**src/rtl/pattern_detector.sv**
```systemverilog
`default_nettype none
// +--------------------------------------------------------------------------+
// | Module      : pattern_detector                                           |
// | Description : Serial bit-pattern detector with registered match pulse,   |
// |               overlapping/non-overlapping modes and an optional          |
// |               saturating match counter (macro PATTERN_DETECTOR_COUNT_EN).|
// | Revision    : 1.0 - initial release                                      |
// +--------------------------------------------------------------------------+
module pattern_detector #(
  parameter int                 PAT_LEN = 2,
  parameter logic [PAT_LEN-1:0] PATTERN = 2'b01,
  parameter int                 OVERLAP = 1,
  parameter int                 CNT_W   = 8
) (
  input  logic                         clk,
  input  logic                         rst,
  input  logic                         en,
  input  logic                         a,
  input  logic                         clear,
  output logic                         y,
  output logic [$clog2(PAT_LEN+1)-1:0] fill,
  output logic [CNT_W-1:0]             match_cnt
);

  localparam int                FILL_W = $clog2(PAT_LEN + 1);
  localparam logic [FILL_W-1:0] C_FULL = FILL_W'(PAT_LEN);

  logic [PAT_LEN-1:0] r_hist;
  logic [FILL_W-1:0]  r_fill;
  logic               r_y;

  logic [PAT_LEN-1:0] w_hist_nxt;
  logic [FILL_W-1:0]  w_fill_inc;
  logic               w_match;

  // Match is judged on the post-shift history and post-increment fill.
  always_comb begin
    w_hist_nxt = {r_hist[PAT_LEN-2:0], a};
    w_fill_inc = (r_fill == C_FULL) ? r_fill : r_fill + FILL_W'(1);
    w_match    = en && !clear && (w_hist_nxt == PATTERN) && (w_fill_inc == C_FULL);
  end

  always_ff @(posedge clk or negedge rst) begin
    if (!rst) begin
      r_hist <= '0;
      r_fill <= '0;
      r_y    <= 1'b0;
    end else if (clear) begin
      r_hist <= '0;
      r_fill <= '0;
      r_y    <= 1'b0;
    end else if (en) begin
      r_hist <= w_hist_nxt;
      // Non-overlapping mode restarts the fill so no matched bit is reused.
      r_fill <= (w_match && (OVERLAP == 0)) ? '0 : w_fill_inc;
      r_y    <= w_match;
    end else begin
      r_y    <= 1'b0;
    end
  end

  assign y    = r_y;
  assign fill = r_fill;

`ifdef PATTERN_DETECTOR_COUNT_EN
  localparam logic [CNT_W-1:0] C_CNT_MAX = '1;

  logic [CNT_W-1:0] r_cnt;

  always_ff @(posedge clk or negedge rst) begin
    if (!rst) begin
      r_cnt <= '0;
    end else if (clear) begin
      r_cnt <= '0;
    end else if (w_match && (r_cnt != C_CNT_MAX)) begin
      r_cnt <= r_cnt + CNT_W'(1);
    end
  end

  assign match_cnt = r_cnt;
`else
  assign match_cnt = '0;
`endif

endmodule
`default_nettype wire

```
**config.mk**
```make
export PLATFORM = sky130hd
export DESIGN_NAME = pattern_detector
export DESIGN_NICKNAME = d
export VERILOG_FILES = /design/src/rtl/pattern_detector.sv
export SDC_FILE = /design/constraint.sdc
export NUM_CORES = 1
export LEC_CHECK = 0
export ABC_AREA = 1
export CAP_MARGIN = 10
export CELL_PAD_IN_SITES_DETAIL_PLACEMENT = 1
export CELL_PAD_IN_SITES_GLOBAL_PLACEMENT = 1
export CORE_AREA = 2 2 39 41
export CTS_CLUSTER_SIZE = 16
export DETAILED_ROUTE_END_ITERATION = 8
export DIE_AREA = 0 0 41 43
export GPL_ROUTABILITY_DRIVEN = 0
export PLACE_DENSITY_LB_ADDON = 0.15
export SLEW_MARGIN = 20
export SYNTH_ARGS = -nofsm -noshare
export SYNTH_HDL_FRONTEND = slang
export SYNTH_SLANG_ARGS = --single-unit
export TNS_END_PERCENT = 10
```
**constraint.sdc**
```tcl
create_clock -name clk -period 1.1 [get_ports clk]
set_clock_uncertainty 0.05 [all_clocks]
set_input_delay 0.22 -clock clk [delete_from_list [all_inputs] [get_ports clk]]
set_output_delay 0.22 -clock clk [all_outputs]
set_load 0.05 [all_outputs]
```
==> key figures <==
Routing
  – Total wire length after detailed routing: ~580 µm
  – Total number of vias: 210
  – DRC violations left: 0
  – Vias per std cell: 3.62
  – Drt first pass iters: 2
  – Final routed wire length divided by cell count: 10.0 µm
  – Violation count after the first detailed-route iteration: 1
  – Antenna Nets Post-Route: 0

Synth
  – Area share of the largest cell type after synthesis: 0.406
  – Post-synth top area cell: sky130_fd_sc_hd__dfrtp_1
  – Cell count after synthesis: 31
  – Flip-flop and latch count after synthesis: 4
  – Synth Area in Adders: 0.0508
  – Leading post-synthesis cells by instance count: sky130_fd_sc_hd__buf_4, sky130_fd_sc_hd__nand2_1, sky130_fd_sc_hd__dfrtp_1
  – Simple-gate portion of the synthesized area: 0.239
  – Flip-flop cell with the highest count after synthesis: sky130_fd_sc_hd__dfrtp_1
  – Xor/xnor share of the synthesized area: 0
  – Biggest area contributors in the synthesized netlist: sky130_fd_sc_hd__dfrtp_1, sky130_fd_sc_hd__buf_4, sky130_fd_sc_hd__nand2_1
  – Combinational family with the most area after synthesis: buffers and inverters
  – Complex-gate fraction of the synthesized area: 0
  – Synthesized area divided by synthesized cell count: between 7 and 8 µm²
  – Synth unique cells: 9
  – Cell area after technology mapping: ~250 µm²
  – Post-synthesis mux area share: 0
  – Count of flip-flops with a built-in enable after synthesis: 0
  – Share of synthesized registers carrying an async set or reset: 1.00
  – Total number of yosys warnings: 0
  – Share of synthesized area occupied by flip-flops and latches: 0.406

Outcome
  – Violations in the final reports: negative setup slack
  – Run status: finished with violations

Setup path
  – Startpoint type of the worst setup path: register
  – Worst Path Max Fanout: 2
  – Launch instance of the worst register-to-register path: fill[1]
  – CP required: 830 ps
  – Capturing point of the worst reg2reg path: y
  – Critical Setup Path Class: register to output port
  – Sort of element at the end of the critical path: output port
  – Depth of the most critical reg-to-reg path: 5
  – Arrival time of the worst setup path: 890 ps
  – Flop2flop setup slack: 40 ps

Min path
  – Class of the most critical hold timing path: input pin to async pin

STA
  – Unrepaired setup endpoints after global routing: true
  – Number of slew-limit violations in the final report: 0
  – Min Tclk post-route: ~1200 ps
  – Count of endpoints failing hold in the final timing report: 0
  – Worst Slack Setup Final: -64.3 ps
  – Number of setup violations in the final report: 1
  – Aggregate negative setup slack: -64.3 ps
  – Part of the cycle the worst path needs: 1.06
  – Maximum achievable frequency: 0.859 GHz

Die
  – Vertical die dimension: ~43 µm
  – Number of rows in the core area: 14
  – Total core area: 1380 µm²
  – Area enclosed by the die boundary: 1760 µm²
  – I/O pin count: 16
  – Die X-Extent: just over 40 µm
  – Initial Util: 0.178

Global routing
  – First-pass GRT wire length: 793 µm
  – Pin count of the biggest net entering global routing: 6
  – Total grt overflow: 0
  – Antenna violations before repair: 0
  – Overall track demand over capacity in global routing: 0.0756
  – Vias in the first global route: 176

Clock tree
  – Clock Latency Late Sink: 240 ps
  – Clock tree from TritonCTS: yes
  – Clock-pin slew on the worst setup and hold paths: roughly 40 ps
  – Number of sinks driven by the clock tree: 4
  – H-tree Lvls: 1
  – CTS Buf Count: 3
  – Master cell of the clock root buffer: sky130_fd_sc_hd__clkbuf_4
  – Number of buffers on the longest clock path: 2

Placement
  – Area after detailed placement: about 350 µm²
  – Detailed placement HPWL: ~420 µm
  – IO buf count: 7

Pwr
  – Leakage: just under 0.2 nW
  – Worst IR drop on VDD: between 0.0004 and 0.0005 V
  – Pwr per Cell Area: 1410 nW/µm²

Finish
  – Layout filler cell count: approximately 170
  – Antenna cell count: 0
  – Cell area after layout: 397 µm²
  – Register area: 103 µm²
  – Layout area overhead: 60.9%
  – Share of layout cells above drive strength 1: 0.357
  – Layout Nets: 50
  – Multi-input gate area: 121 µm²

Flow run
  – Maxcap violations: 0
-- through the flow --
| stage | power, mW | worst slack, ps | hold WS, ps | utilization | instances |
|---|---|---|---|---|---|
| finish | 0.557 | -64.3 | 139 | 0.287 | 58 |
| CTS | 0.551 | -73.0 | 140 | 0.272 | 58 |
| floorplan | 0.300 | -44.3 | -126 | - | 38 |
| global placement | 0.351 | -40.6 | 393 | 0.253 | 55 |
| detailed placement | 0.352 | -56.1 | 396 | 0.253 | 55 |
| global route | 0.592 | -98.5 | 151 | 0.287 | 58 |
-- critical path, stage by stage (launching register included) --
cell and delay, ps:
sky130_fd_sc_hd__dfrtp_2 400, sky130_fd_sc_hd__buf_6 120, sky130_fd_sc_hd__buf_12 130
-- logic make-up after synthesis --
| family | Yosys count |
|---|---|
| and+or+nand+nor | 14 |
| buffers and inverters | 11 |
| DFF | 4 |
| adders and majority gates | 1 |
| other | 1 |
-- worst max path at each step --
stage | to | from | slack, ps | cells after the start
after floorplan | fill[1] | fill[0] | -40 | 4
after global placement | fill[1] | en | -40 | 4
after detailed placement | fill[0] | en | -60 | 4
after CTS | fill[1] | fill[1] | -70 | 2
after global routing | fill[1] | fill[1] | -100 | 2
final | fill[1] | fill[1] | -60 | 2
-- sequential cells by signal, indices dropped and copies added (netlist names) --
signal,cells
r_hist,1
y,1
fill,2
-- power by group --
group	internal, mW	leakage, nW	switching, mW
logic	0.0724	0.128	0.128
clock network	0.123	0.0138	0.0671
registers	0.159	0.0509	0.00845
total	0.354	0.193	0.204
-- layout make-up --
type                    count  share of cell area
clock buffers               3              0.0568
inverters                   3              0.0284
multi-input cells          23               0.306
flip-flops and latches      4               0.259
well taps                  16              0.0505
repair buffers              9               0.300
-- placed cells by master, fill, tap and decap left out --
cell and count:
sky130_fd_sc_hd__buf_12 3, sky130_fd_sc_hd__buf_6 1, sky130_fd_sc_hd__conb_1 8, sky130_fd_sc_hd__inv_2 1
sky130_fd_sc_hd__dfrtp_2 2, sky130_fd_sc_hd__clkdlybuf4s50_1 4, sky130_fd_sc_hd__dfrtp_1 2, sky130_fd_sc_hd__nand2_1 8
sky130_fd_sc_hd__buf_4 1, sky130_fd_sc_hd__nor2_2 2, sky130_fd_sc_hd__nor2_1 1, sky130_fd_sc_hd__ha_4 1
sky130_fd_sc_hd__nand3_2 1, sky130_fd_sc_hd__clkbuf_4 3, sky130_fd_sc_hd__inv_1 2, sky130_fd_sc_hd__nand3_1 2
-- what timing repair did --
item / CTS / global route
hold buffers: 0 / 0
setup endpoints to repair: 2 / 4
endpoints found under the hold margin: 0 / 0
pin swaps: 1 / 1
gates resized for setup: 1 / 3
setup buffers: 1 / 0
gates cloned: 0 / 0
-- per-layer routing --
layer | track usage | up-vias | share of wire | wire, µm
met3 | 0.0262 | 4 | 0.095 | 55
met5 | 0 | - | 0 | 0
met2 | 0.0906 | 9 | 0.52 | 300
li1 | - | 100 | - | -
met1 | 0.0847 | 97 | 0.33 | 194
met4 | 0.100 | 0 | 0.050 | 29
Note: power is estimated with default switching activity, not from simulation.
